File: src/rtl/easyaxi_rd_mst_if.sv
// AXI read address (AR) and read data (R) channels between a read master and its slave.
interface easyaxi_rd_mst_if #(
  parameter int ID_W   = 4,
  parameter int ADDR_W = 16,
  parameter int LEN_W  = 8,
  parameter int SIZE_W = 3,
  parameter int DATA_W = 32
);
  logic              arvalid;
  logic              arready;
  logic [ID_W-1:0]   arid;
  logic [ADDR_W-1:0] araddr;
  logic [LEN_W-1:0]  arlen;
  logic [SIZE_W-1:0] arsize;
  logic [1:0]        arburst;
  logic              rvalid;
  logic              rready;
  logic [ID_W-1:0]   rid;
  logic [DATA_W-1:0] rdata;
  logic [1:0]        rresp;
  logic              rlast;

  modport master (
    output arvalid, arid, araddr, arlen, arsize, arburst, rready,
    input  arready, rvalid, rid, rdata, rresp, rlast
  );

  modport slave (
    input  arvalid, arid, araddr, arlen, arsize, arburst, rready,
    output arready, rvalid, rid, rdata, rresp, rlast
  );
endinterface

File: src/rtl/easyaxi_rd_mst.sv
// AXI read master, one burst outstanding: AR issued the cycle after command accept.
// R beats pass through combinationally to the user port; usr_dready drives rready directly.
module easyaxi_rd_mst #(
  parameter int ID_W   = 4,
  parameter int ADDR_W = 16,
  parameter int LEN_W  = 8,
  parameter int SIZE_W = 3,
  parameter int DATA_W = 32,
  parameter int TO_W   = 8
) (
  input  logic              clk,
  input  logic              rst,
  input  logic              enable,
  input  logic              cmd_valid,
  output logic              cmd_ready,
  input  logic [ID_W-1:0]   cmd_id,
  input  logic [ADDR_W-1:0] cmd_addr,
  input  logic [LEN_W-1:0]  cmd_len,
  input  logic [SIZE_W-1:0] cmd_size,
  input  logic [1:0]        cmd_burst,
  easyaxi_rd_mst_if.master  axi_mst,
  output logic              usr_dvalid,
  input  logic              usr_dready,
  output logic [DATA_W-1:0] usr_data,
  output logic              usr_dlast,
  output logic              done,
  output logic [5:0]        sts
);

  localparam int MAX_SIZE = $clog2(DATA_W / 8);

  typedef enum logic [1:0] {IDLE, AR_REQ, R_WAIT, DONE} state_t;

  typedef struct packed {
    logic [ID_W-1:0]   id;
    logic [ADDR_W-1:0] addr;
    logic [LEN_W-1:0]  len;
    logic [SIZE_W-1:0] size;
    logic [1:0]        burst;
  } cmd_t;

  state_t            state, state_nxt;
  cmd_t              cmd_q;
  logic [LEN_W:0]    beat_cnt;
  logic [TO_W-1:0]   to_cnt;
  logic [5:0]        sts_q;

  logic              cmd_hs, ar_hs, r_hs, last_beat;
  logic [31:0]       span, end_off, lsb_mask;
  logic              bad_burst, bad_size, bad_wrap_len, bad_wrap_align, bad_4k, cmd_illegal;

  // Legality is judged on the live payload so the decision is ready at the accept edge.
  always_comb begin
    span           = (32'(cmd_len) + 32'd1) << cmd_size;
    end_off        = 32'(cmd_addr[11:0]) + span;
    lsb_mask       = (32'd1 << cmd_size) - 32'd1;
    bad_burst      = (cmd_burst == 2'b11);
    bad_size       = (32'(cmd_size) > 32'(MAX_SIZE));
    bad_wrap_len   = (cmd_burst == 2'b10) &&
                     !(32'(cmd_len) inside {32'd1, 32'd3, 32'd7, 32'd15});
    bad_wrap_align = (cmd_burst == 2'b10) && ((32'(cmd_addr) & lsb_mask) != 32'd0);
    bad_4k         = (cmd_burst != 2'b00) && (end_off > 32'd4096);
    cmd_illegal    = bad_burst | bad_size | bad_wrap_len | bad_wrap_align | bad_4k;
  end

  assign cmd_hs    = cmd_valid & cmd_ready;
  assign ar_hs     = axi_mst.arvalid & axi_mst.arready;
  assign r_hs      = axi_mst.rvalid & axi_mst.rready;
  assign last_beat = (beat_cnt == {1'b0, cmd_q.len});

  always_ff @(posedge clk) begin
    if (rst) state <= IDLE;
    else     state <= state_nxt;
  end

  always_comb begin
    state_nxt = state;
    case (state)
      IDLE:    if (cmd_hs) state_nxt = cmd_illegal ? DONE : AR_REQ;
      AR_REQ:  if (ar_hs) state_nxt = R_WAIT;
      R_WAIT:  if (r_hs && last_beat) state_nxt = DONE;
      DONE:    state_nxt = IDLE;
      default: state_nxt = IDLE;
    endcase
  end

  always_comb begin
    cmd_ready      = 1'b0;
    axi_mst.arvalid = 1'b0;
    axi_mst.rready = 1'b0;
    usr_dvalid     = 1'b0;
    done           = 1'b0;
    case (state)
      IDLE:   cmd_ready = enable;
      AR_REQ: axi_mst.arvalid = 1'b1;
      R_WAIT: begin
        axi_mst.rready = usr_dready;
        usr_dvalid     = axi_mst.rvalid;
      end
      DONE:   done = 1'b1;
      default: ;
    endcase
  end

  assign axi_mst.arid    = cmd_q.id;
  assign axi_mst.araddr  = cmd_q.addr;
  assign axi_mst.arlen   = cmd_q.len;
  assign axi_mst.arsize  = cmd_q.size;
  assign axi_mst.arburst = cmd_q.burst;
  assign usr_data        = axi_mst.rdata;
  assign usr_dlast       = (state == R_WAIT) && last_beat;
  assign sts             = sts_q;

  always_ff @(posedge clk) begin
    if (rst) begin
      cmd_q    <= '0;
      beat_cnt <= '0;
      to_cnt   <= '0;
      sts_q    <= '0;
    end else begin
      case (state)
        IDLE: if (cmd_hs) begin
          cmd_q    <= '{id: cmd_id, addr: cmd_addr, len: cmd_len, size: cmd_size, burst: cmd_burst};
          sts_q    <= {1'b0, cmd_illegal, 4'b0000};
          beat_cnt <= '0;
          to_cnt   <= '0;
        end
        AR_REQ, R_WAIT: begin
          if (ar_hs || r_hs)                to_cnt <= '0;
          else if (to_cnt != {TO_W{1'b1}})  to_cnt <= to_cnt + TO_W'(1);
          if (to_cnt == {TO_W{1'b1}})       sts_q[5] <= 1'b1;
          if (ar_hs) beat_cnt <= '0;
          // Beat count, not rlast, ends the burst; an rlast disagreement is only flagged.
          if (r_hs) begin
            beat_cnt <= beat_cnt + (LEN_W + 1)'(1);
            if (axi_mst.rid != cmd_q.id)   sts_q[3] <= 1'b1;
            if (axi_mst.rresp == 2'b10)    sts_q[0] <= 1'b1;
            if (axi_mst.rresp == 2'b11)    sts_q[1] <= 1'b1;
            if (axi_mst.rlast != last_beat) sts_q[2] <= 1'b1;
          end
        end
        DONE:    sts_q <= '0;
        default: ;
      endcase
    end
  end

endmodule
File: src/flat_wrapper.sv
// flat-port wrapper written by rule: the top's interface ports become plain ports
module easyaxi_rd_mst_flat 
#(
  parameter int ID_W   = 4,
  parameter int ADDR_W = 16,
  parameter int LEN_W  = 8,
  parameter int SIZE_W = 3,
  parameter int DATA_W = 32,
  parameter int TO_W   = 8
)
  (clk, rst, enable, cmd_valid, cmd_ready, cmd_id, cmd_addr, cmd_len, cmd_size, cmd_burst, usr_dvalid, usr_dready, usr_data, usr_dlast, done, sts, axi_mst_arvalid, axi_mst_arid, axi_mst_araddr, axi_mst_arlen, axi_mst_arsize, axi_mst_arburst, axi_mst_rready, axi_mst_arready, axi_mst_rvalid, axi_mst_rid, axi_mst_rdata, axi_mst_rresp, axi_mst_rlast);
  easyaxi_rd_mst_if #(.ID_W(ID_W), .ADDR_W(ADDR_W), .LEN_W(LEN_W), .SIZE_W(SIZE_W), .DATA_W(DATA_W)) axi_mst_i ();
  input  logic clk;
  input  logic rst;
  input  logic enable;
  input  logic cmd_valid;
  output logic cmd_ready;
  input  logic [ID_W-1:0] cmd_id;
  input  logic [ADDR_W-1:0] cmd_addr;
  input  logic [LEN_W-1:0] cmd_len;
  input  logic [SIZE_W-1:0] cmd_size;
  input  logic [1:0] cmd_burst;
  output logic usr_dvalid;
  input  logic usr_dready;
  output logic [DATA_W-1:0] usr_data;
  output logic usr_dlast;
  output logic done;
  output logic [5:0] sts;
  output wire logic [$bits(axi_mst_i.arvalid)-1:0] axi_mst_arvalid;
  output wire logic [$bits(axi_mst_i.arid)-1:0] axi_mst_arid;
  output wire logic [$bits(axi_mst_i.araddr)-1:0] axi_mst_araddr;
  output wire logic [$bits(axi_mst_i.arlen)-1:0] axi_mst_arlen;
  output wire logic [$bits(axi_mst_i.arsize)-1:0] axi_mst_arsize;
  output wire logic [$bits(axi_mst_i.arburst)-1:0] axi_mst_arburst;
  output wire logic [$bits(axi_mst_i.rready)-1:0] axi_mst_rready;
  input wire logic [$bits(axi_mst_i.arready)-1:0] axi_mst_arready;
  input wire logic [$bits(axi_mst_i.rvalid)-1:0] axi_mst_rvalid;
  input wire logic [$bits(axi_mst_i.rid)-1:0] axi_mst_rid;
  input wire logic [$bits(axi_mst_i.rdata)-1:0] axi_mst_rdata;
  input wire logic [$bits(axi_mst_i.rresp)-1:0] axi_mst_rresp;
  input wire logic [$bits(axi_mst_i.rlast)-1:0] axi_mst_rlast;
  assign axi_mst_arvalid = axi_mst_i.arvalid;
  assign axi_mst_arid = axi_mst_i.arid;
  assign axi_mst_araddr = axi_mst_i.araddr;
  assign axi_mst_arlen = axi_mst_i.arlen;
  assign axi_mst_arsize = axi_mst_i.arsize;
  assign axi_mst_arburst = axi_mst_i.arburst;
  assign axi_mst_rready = axi_mst_i.rready;
  assign axi_mst_i.arready = axi_mst_arready;
  assign axi_mst_i.rvalid = axi_mst_rvalid;
  assign axi_mst_i.rid = axi_mst_rid;
  assign axi_mst_i.rdata = axi_mst_rdata;
  assign axi_mst_i.rresp = axi_mst_rresp;
  assign axi_mst_i.rlast = axi_mst_rlast;
  easyaxi_rd_mst #(.ID_W(ID_W), .ADDR_W(ADDR_W), .LEN_W(LEN_W), .SIZE_W(SIZE_W), .DATA_W(DATA_W), .TO_W(TO_W)) u_core (.clk(clk), .rst(rst), .enable(enable), .cmd_valid(cmd_valid), .cmd_ready(cmd_ready), .cmd_id(cmd_id), .cmd_addr(cmd_addr), .cmd_len(cmd_len), .cmd_size(cmd_size), .cmd_burst(cmd_burst), .axi_mst(axi_mst_i), .usr_dvalid(usr_dvalid), .usr_dready(usr_dready), .usr_data(usr_data), .usr_dlast(usr_dlast), .done(done), .sts(sts));
endmodule
File: config.mk
export PLATFORM = sky130hd
export DESIGN_NAME = easyaxi_rd_mst_flat
export DESIGN_NICKNAME = d
export VERILOG_FILES = /design/src/rtl/easyaxi_rd_mst_if.sv /design/src/rtl/easyaxi_rd_mst.sv /design/src/flat_wrapper.sv
export SDC_FILE = /design/constraint.sdc
export NUM_CORES = 1
export LEC_CHECK = 0
export CAP_MARGIN = 0
export CORE_MARGIN = 2
export CORE_UTILIZATION = 35
export DETAILED_ROUTE_END_ITERATION = 8
export DONT_BUFFER_PORTS = 1
export GPL_ROUTABILITY_DRIVEN = 1
export MAX_ROUTING_LAYER = met4
export PLACE_DENSITY = 0.49
export SETUP_SLACK_MARGIN = 0.02
export SYNTH_ARGS = -nofsm -noshare
export SYNTH_HDL_FRONTEND = slang
export SYNTH_SLANG_ARGS = --single-unit
export TNS_END_PERCENT = 20
File: constraint.sdc
create_clock -name clk -period 12.3 [get_ports clk]
set_input_delay 1.23 -clock clk [delete_from_list [all_inputs] [get_ports clk]]
set_output_delay 1.23 -clock clk [all_outputs]
set_load 0.01 [all_outputs]
==> run summary <==
highest routed layer: met4
hpwl dp: 8445 um
flop2flop setup slack: 9.22 ns
Layout area overhead: 4.037%
Nets: 603
min-delay worst type: register to register
WS Path Type: input pin to register
Final Hold Viols: 0
gr ovfl total: 0
fin. max-slew vios: 0
largest net degree at the start of global routing: 41
Mapped Nets: 648
# placed instances: 632
DRT antenna net count: 0
Finished Layout Cells: 648
Rel. slew slack: 0.4974
CTS clk-pin slew, worst paths: 0.05 ns
Starting Density: 0.3571
wire length on met1: 5050 um
Hold Crit Depth: 2
WL/cell: 17.29 um
Via density: 5.477
via count: 3,549
area of the multi-input gates: 0.002492 mm^2
CTS root buffer: clkbuf_16
Crit. End Element: register
Crit path arrival time: 4.83 ns
GRT Util Overall: 0.1865
final worst path period share: 0.3752
Comb power frac: 0.290
first-pass GRT wire length: 18,170 um
number of flops mapped to enable cells by yosys: 0
Reg power frac: 0.321
CTS Buf Count: 9
R2R Path Start: u_core.state[0]$_SDFFE_PP0P_
clock buffer depth: 2
setup TNS: 0 ns
Mean Syn Cell Area: 7.450 um^2
launching element type of the critical path: input pin
post-CTS resize count: 0
Worst Hold End: u_core.axi_mst.araddr[15]$_SDFFE_PP0P_
drt first pass iters: 4
switching share of total power: 0.3420
row count: 39
placer congestion estimate: 0.8345
hold-fix buffers at CTS: 0
Die Height: 111.7 um
vias in the first global route: 3,381
clk_lat worst skew: 0.33 ns
Met2 Routed Length: 5269 um
ys flop type: dfxtp_1
most common cell after layout, fill and taps aside: nand2_1
I/O Buffers: 0
initial antenna violation count: 0
Sequential Area: 0.001161 mm^2
Iter 0 DRT Violations: 266
number of placed I/O pins: 156
hold path start: u_core.axi_mst.araddr[15]$_SDFFE_PP0P_
synthesized area: 0.004060 mm^2
max cap viols: 0
pwr/cell area: 164.8 mW/mm^2
ANT cells: 0
sequential share of the synthesized area: 0.2860
unrepaired setup endpoints after global routing: no
Routed met3 length: 691 um
Placed Instance Area: 0.003904 mm^2
DR DRC count: 0
Period minus WS final: 4.615 ns
worst reg2reg endpoint: u_core.to_cnt[5]$_SDFFE_PP0P_
fraction of final layout cells sized beyond drive strength 1: 0.06931
Setup Viol. Count Final: 0
commonest non-fill, non-tap cells in the layout: 102 x nand2_1, 60 x a21oi_1, 58 x dfxtp_1, 36 x nor2_1, 35 x o21ai_0
die area: 0.01248 mm^2
required time worst endpoint: 12.51 ns
Clk pwr share: 0.389
core area: 0.01137 mm^2
die span in x: 111.7 um
maximum vdd drop: 0.1069 mV
peak fanout along the critical path: 8
worst clock skew: 0.007045 ns
fmax: 0.2167 GHz
Design Area, Final: 0.004224 mm^2
Filler cells: 1,212
CTS Sinks: 58
Post-synth ARST share: 0
Net Sw Power: 0.0002380 W
r2r worst-path depth: 9
routed wire length: 11,200 um
synthesis-stage register bit count: 58
H-tree depth: 3
status: finished clean
Leakage: 1.568 nW
Worst-Margin Slew: 0.7539 ns
CTS tree: yes
Ys Warns: 0
Synth Instances: 545
worst hold slack: 0.4942 ns
final core occ: 0.3715
Int Pwr: 0.0004581 W
Post CTS Setup Buffer Count: 0
Netlist cell types: 62
[cell usage after synthesis, types with 8 or more instances]
master	n	area [um^2]
dfxtp_1	58	1161
nand3_1	20	100.1
clkbuf_1	20	75.07
nor2_1	36	135.1
a21oi_1	60	300.3
nor3_1	8	40.04
buf_4	32	240.2
xnor2_1	17	148.9
o21ai_0	35	175.2
nand2_1	102	382.9
inv_1	15	56.30
ha_1	23	287.8
[metrics by stage]
stage	setup WS, ns	power, W
finish	7.685	0.0006961
global route	7.396	0.0007408
CTS	7.697	0.0007070
detailed placement	7.372	0.0004311
global placement	7.459	0.0004276
floorplan	7.570	0.0003985
[critical path, stage by stage]
cell and delay (ns):
ha_1 0.23, nand2_1 0.19, o21ai_0 0.12, a211o_1 0.31, o21ai_0 0.26, nor2_1 0.07, a21oi_1 0.15, ha_1 0.30
a21oi_2 0.30, o211a_1 0.29, nor3_1 0.07, or4b_4 0.53, a2111oi_4 0.32, a211oi_2 0.13, nor3b_2 0.20, o41ai_2 0.09
[registers in the layout, indices dropped and copies added, names as in the netlist]
| signal | cells |
|---|---|
| u_core.axi_mst.araddr | 16 |
| u_core.beat_cnt | 9 |
| u_core.axi_mst.arlen | 8 |
| u_core.to_cnt | 8 |
| u_core.sts | 6 |
| u_core.axi_mst.arid | 4 |
| u_core.axi_mst.arsize | 3 |
| u_core.axi_mst.arburst | 2 |
| u_core.state | 2 |
[worst max path at each step]
stage / depth (start not counted) / to / from
after floorplan: 18 / u_core.state[1]$_SDFFE_PP0P_ / cmd_size[0]
after global placement: 16 / u_core.state[1]$_SDFFE_PP0P_ / cmd_len[0]
after detailed placement: 16 / u_core.state[1]$_SDFFE_PP0P_ / cmd_len[0]
after CTS: 16 / u_core.state[1]$_SDFFE_PP0P_ / cmd_len[0]
after global routing: 16 / u_core.state[1]$_SDFFE_PP0P_ / cmd_len[0]
final: 16 / u_core.state[1]$_SDFFE_PP0P_ / cmd_len[0]
[cells by family (layout without fill, tap and decap cells)]
group / Yosys count / in the layout / synth area share
AOI/OAI and AO/OA: 145 / 145 / 0.2222
adders and majority gates: 24 / 24 / 0.07581
and+or+nand+nor: 213 / 213 / 0.2438
xor gates and xnor gates: 24 / 24 / 0.05177
buffers and inverters: 73 / 33 / 0.1001
DFF: 58 / 58 / 0.2860
muxes: 8 / 8 / 0.02034
[layer usage]
layer,GRT usage,up-vias
li1,-,1796
met1,0.2304,1637
met2,0.2978,103
met3,0.04790,13
met4,0.06173,0
met5,-,-
[power groups by stage]
stage / Clock (W) / Combinational, W / Sequential [W]
global placement: 0 / 0.000200 / 0.000227
finish: 0.000271 / 0.000202 / 0.000223
global route: 0.000287 / 0.000228 / 0.000226
CTS: 0.000279 / 0.000204 / 0.000224
floorplan: 0 / 0.000176 / 0.000223
detailed placement: 0 / 0.000203 / 0.000228
[layout make-up]
| cell class | count | area share |
|---|---|---|
| clock inverter | 5 | 0.01836 |
| multi-input combinational | 414 | 0.5900 |
| tap | 143 | 0.04236 |
| clock buffer | 11 | 0.05746 |
| inverter | 15 | 0.01333 |
| timing repair buffer | 2 | 0.003555 |
| sequential | 58 | 0.2749 |
No activity file was read; power rests on OpenSTA's default activity.
==> edit 1: new RTL, same flow settings <==
The 4 states of `state_t` get a one-hot encoding in 4 bits.
--- a/src/rtl/easyaxi_rd_mst.sv
+++ b/src/rtl/easyaxi_rd_mst.sv
@@ -29,7 +29,7 @@
 
   localparam int MAX_SIZE = $clog2(DATA_W / 8);
 
-  typedef enum logic [1:0] {IDLE, AR_REQ, R_WAIT, DONE} state_t;
+  typedef enum logic [3:0] {IDLE = 4'b0001, AR_REQ = 4'b0010, R_WAIT = 4'b0100, DONE = 4'b1000} state_t;
 
   typedef struct packed {
     logic [ID_W-1:0]   id;
Function: no difference found for any inputs over 10 cycles, from zero or initial values and one cycle with rst high; not proved beyond that.
==> edit 1 against the original RTL <==
Sequential cell count grew 2. Core utilization shrank 0.11 points. Final area grew 5.8%. Critical endpoint is now u_core.sts[4]$_SDFFE_PP0P_. Highest routed layer unchanged. Sequential share of layout area shrank 0.60 points. Worst setup slack lost 87 ps. Global-route usage shrank 0.46 points. First-iteration DRC count shrank 24%. Synthesized area grew 7.4%. Routed wire length grew 6.3%. Clock skew shrank 1.9 ps.
Power is not compared: it rests on default switching activity, and its combinational part moved more than twofold at a synthesized area within 25%.
==> edit 1: results (changes against the original RTL) <==
stage	metric	value	unit	change
synthesis	commonest cells in the netlist	sky130_fd_sc_hd__nand2_1 (95), sky130_fd_sc_hd__a21oi_1 (65), sky130_fd_sc_hd__dfxtp_1 (60), sky130_fd_sc_hd__nor2_1 (48), sky130_fd_sc_hd__buf_4 (33)		
route	detailed-routed wire length on met3	917	um	+33%
global_route	GRT Overall Usage	18.2	%	-0.46 points
synthesis	share of the synthesized area in compound gates (AO/OA/AOI/OAI)	21.4	%	-0.78 points
cts	Sink Count	60		+3.4%
cells_and_area	fraction of layout instances using a drive strength above 1	9.85	%	+2.9 points
global_route	pin count of the biggest net entering global routing	48		+17%
synthesis	number of nets produced by synthesis	660		+1.9%
route	detailed-route wire length on metal 1	4.97	mm	-1.7%
synthesis	portion of the post-synthesis area used by sequential elements	27.5	%	-1.1 points
route	via count	3723		+4.9%
route	post-detailed-route wirelength per cell	17.4	um	+0.37%
route	1st-iter DRT viols	202		-24%
timing	Clock Skew	5.10	ps	-1.94 ps
synthesis	Netlist cell types	83		+34%
placement	HPWL Detailed	8.97	mm	+6.2%
synthesis	multiplexer share of the synthesized area	0.947	%	-1.1 points
placement	final RePlAce weighted congestion	0.902		+8.1%
placement	placement-stage cell area	4150	um^2	+6.2%
route	met2 WL	5.84	mm	+11%
cells_and_area	register share of the cell area	26.9	%	-0.60 points
synthesis	top cells by area, synth	sky130_fd_sc_hd__dfxtp_1 (28%), sky130_fd_sc_hd__nand2_1 (8.2%), sky130_fd_sc_hd__a21oi_1 (7.5%), sky130_fd_sc_hd__buf_4 (5.7%), sky130_fd_sc_hd__ha_1 (5.2%)		
setup_path	Slowest cell on crit path	sky130_fd_sc_hd__a221oi_4		
cells_and_area	clkbuf count	13		+2
setup_path	Worst Path Max Fanout	10		+2
cells_and_area	clock distribution area overhead in the final layout	7.22	%	-0.36 points
cells_and_area	final layout net count	611		+1.3%
synthesis	adder-cell share of the synthesized area	5.62	%	-2.0 points
placement	Inst Count DP	670		+6.0%
global_route	GR Layer Usage met1	20.8	%	-2.2 points
cells_and_area	Seq. cell area	1200	um^2	+3.4%
cells_and_area	count of multi-input combinational gates	426		+2.9%
cells_and_area	portion of the layout cell area used by non-clock buffers	0.168	%	-0.19 points
setup_path	max incr delay on CP	380	ps	-150 ps
cells_and_area	area taken by multi-input logic gates	2670	um^2	+7.1%
run_status	run status	completed		
cells_and_area	Buffers, non-clock	1		-1
die	core region area	12100	um^2	+6.1%
timing	worst-margin pin slew	822	ps	+68.2 ps
[edit 1: cell types whose count changed in the layout (fill, tap and decap cells not counted), moves of 6 or more]
cell and delta:
sky130_fd_sc_hd__nand2_1 -7, sky130_fd_sc_hd__nor2_1 +12, sky130_fd_sc_hd__xor2_1 +10, sky130_fd_sc_hd__nor2b_1 +6
sky130_fd_sc_hd__o21ai_0 -14, sky130_fd_sc_hd__nand3_1 -6
[edit 1: path summary, 6_finish.rpt]
kind | from | to | slack [ps] | cells past startpoint
max | cmd_len[0] | u_core.sts[4]$_SDFFE_PP0P_ | 7600 | 16
min | u_core.to_cnt[1]$_SDFFE_PP0P_ | u_core.to_cnt[1]$_SDFFE_PP0P_ | 460 | 2
max reg2reg | u_core.state[2]$_SDFFE_PP0P_ | u_core.beat_cnt[7]$_SDFFE_PP0P_ | 9200 | 8
min reg2reg | u_core.to_cnt[1]$_SDFFE_PP0P_ | u_core.to_cnt[1]$_SDFFE_PP0P_ | 460 | 2
==> edit 2: new RTL, same settings <==
Without the edit above. `DATA_W` is set to 32 in 3 places; all go to 16.
--- a/src/rtl/easyaxi_rd_mst_if.sv
+++ b/src/rtl/easyaxi_rd_mst_if.sv
@@ -4,7 +4,7 @@
   parameter int ADDR_W = 16,
   parameter int LEN_W  = 8,
   parameter int SIZE_W = 3,
-  parameter int DATA_W = 32
+  parameter int DATA_W = 16
 );
   logic              arvalid;
   logic              arready;
--- a/src/rtl/easyaxi_rd_mst.sv
+++ b/src/rtl/easyaxi_rd_mst.sv
@@ -5,7 +5,7 @@
   parameter int ADDR_W = 16,
   parameter int LEN_W  = 8,
   parameter int SIZE_W = 3,
-  parameter int DATA_W = 32,
+  parameter int DATA_W = 16,
   parameter int TO_W   = 8
 ) (
   input  logic              clk,
--- a/src/flat_wrapper.sv
+++ b/src/flat_wrapper.sv
@@ -5,7 +5,7 @@
   parameter int ADDR_W = 16,
   parameter int LEN_W  = 8,
   parameter int SIZE_W = 3,
-  parameter int DATA_W = 32,
+  parameter int DATA_W = 16,
   parameter int TO_W   = 8
 )
   (clk, rst, enable, cmd_valid, cmd_ready, cmd_id, cmd_addr, cmd_len, cmd_size, cmd_burst, usr_dvalid, usr_dready, usr_data, usr_dlast, done, sts, axi_mst_arvalid, axi_mst_arid, axi_mst_araddr, axi_mst_arlen, axi_mst_arsize, axi_mst_arburst, axi_mst_rready, axi_mst_arready, axi_mst_rvalid, axi_mst_rid, axi_mst_rdata, axi_mst_rresp, axi_mst_rlast);
Interface: changed (resized axi_mst_rdata and usr_data); port bits go from 156 to 124. The function was not compared with the original's and may differ.
==> edit 2 against the original RTL <==
Sequential cell count did not move. Routed wire length rose by 0.50%. Synthesized area fell by 1.3%. Power rose by 2.7%. Final area rose by 2.4%. Die area fell by 1.2%. Core utilization rose by 1.2 points. Synthesized cell count fell by 1.5%. Hold slack barely moved. Worst setup slack improved by 270 ps. Clock skew fell by 1.5 ps.
==> edit 2: results (changes against the original RTL) <==
stage	metric	value	unit	change
run_status	run status	completed		
timing	worst hold margin	495	ps	+0.354 ps
global_route	via count of the first global-routing pass	3488		+3.2%
timing	max-slew headroom at the worst pin	49.9	%	+0.17 points
setup_path	end of the worst register-to-register path	u_core.to_cnt[6]$_SDFFE_PP0P_		
placement	final RePlAce weighted congestion	0.865		+3.7%
placement	worst slack at placement	7640	ps	+266 ps
power_and_ir_drop	Leakage Power	1.61	nW	+2.8%
synthesis	top cells by area, synth	sky130_fd_sc_hd__dfxtp_1 (29%), sky130_fd_sc_hd__nand2_1 (8.4%), sky130_fd_sc_hd__a21oi_1 (7.5%), sky130_fd_sc_hd__ha_1 (7.5%), sky130_fd_sc_hd__nor2_1 (4.3%)		
hold_path	Hold EP	u_core.axi_mst.araddr[13]$_SDFFE_PP0P_		
setup_path	reg-to-reg setup timing slack	9370	ps	+150 ps
synthesis	number of nets produced by synthesis	625		-3.5%
global_route	number of antenna violations at the first check in global routing	0		unchanged
setup_path	Worst Path Max Fanout	9		+1
synthesis	share of the synthesized area in compound gates (AO/OA/AOI/OAI)	23.9	%	+1.7 points
timing	maximum operating frequency	230	MHz	+6.2%
cts	number of H-tree branching levels	3		unchanged
setup_path	CP Capture Point	u_core.sts[4]$_SDFFE_PP0P_		
hold_path	critical hold path startpoint	u_core.axi_mst.araddr[13]$_SDFFE_PP0P_		
power_and_ir_drop	Worst VDD drop	0.111	mV	+3.9%
setup_path	max incr delay on CP	490	ps	-40 ps
cells_and_area	final layout net count	596		-1.2%
placement	HPWL Detailed	8.56	mm	+1.4%
route	number of optimization iterations in the first detailed-route pass	5		+1
route	Total Wirelength	11.3	mm	+0.50%
timing	Clock Skew	5.52	ps	-1.53 ps
synthesis	adder-cell share of the synthesized area	7.99	%	+0.41 points
global_route	GRT Overall Usage	18.8	%	+0.13 points
synthesis	multiplexer share of the synthesized area	1.78	%	-0.25 points
synthesis	portion of the post-synthesis area used by sequential elements	29.0	%	+0.37 points
route	via density per instance	5.60		+2.2%
setup_path	Reg2Reg Depth	11		+2
global_route	pin count of the biggest net entering global routing	47		+15%
setup_path	Critical Path AT	4540	ps	-290 ps
global_route	first-pass GRT wire length	18.2	mm	+0.42%
setup_path	Slowest cell on crit path	sky130_fd_sc_hd__o41ai_2		
synthesis	commonest cells in the netlist	sky130_fd_sc_hd__nand2_1 (90), sky130_fd_sc_hd__a21oi_1 (60), sky130_fd_sc_hd__dfxtp_1 (58), sky130_fd_sc_hd__nor2_1 (46), sky130_fd_sc_hd__o21ai_0 (26)		
cells_and_area	fraction of layout instances using a drive strength above 1	5.85	%	-1.1 points
==> edit 2: cell type report <==
cell class	count	area (um^2)	area share, %
multi-input cells	418	2560	59.1
flip-flops and latches	58	1160	26.8
clock buffers	9	225	5.21
well taps	143	179	4.14
clock inverters	7	118	2.72
inverters	19	71.3	1.65
repair buffers	2	15.0	0.347
==> edit 2: metrics by stage <==
stage          std cells  instance area [um^2]
2_1_floorplan        537                  4010
3_3_place_gp         640                  3980
3_5_place_dp         640                  3980
4_1_cts              656                  4330
5_1_grt              656                  4330
6_report             656                  4330
==> edit 2: metal layers <==
| layer | part of all wire [%] | routed length [um] | vias up | track usage [%] |
|---|---|---|---|---|
| li1 | - | - | 1823 | - |
| met1 | 46 | 5120 | 1716 | 23.1 |
| met5 | 0 | 0 | - | - |
| met3 | 6.2 | 693 | 20 | 4.59 |
| met2 | 46 | 5190 | 112 | 29.7 |
| met4 | 2.3 | 255 | 0 | 7.50 |
==> edit 2: power by group through the flow <==
stage | Sequential [mW] | Combinational, mW | Clock (mW)
floorplan | 0.224 | 0.170 | 0
CTS | 0.226 | 0.202 | 0.293
finish | 0.226 | 0.202 | 0.287
global placement | 0.230 | 0.197 | 0
detailed placement | 0.230 | 0.200 | 0
global route | 0.228 | 0.226 | 0.301
==> edit 2: kinds of logic (layout without fill, tap and decap cells) <==
family / count (synthesis) / in the layout
AO/OA/AOI/OAI: 146 / 146
AND/OR/NAND/NOR: 213 / 213
flip-flops: 58 / 58
buffers and inverters: 61 / 37
multiplexers: 7 / 7
adder cells (fa/ha/maj): 25 / 25
XOR/XNOR: 27 / 27
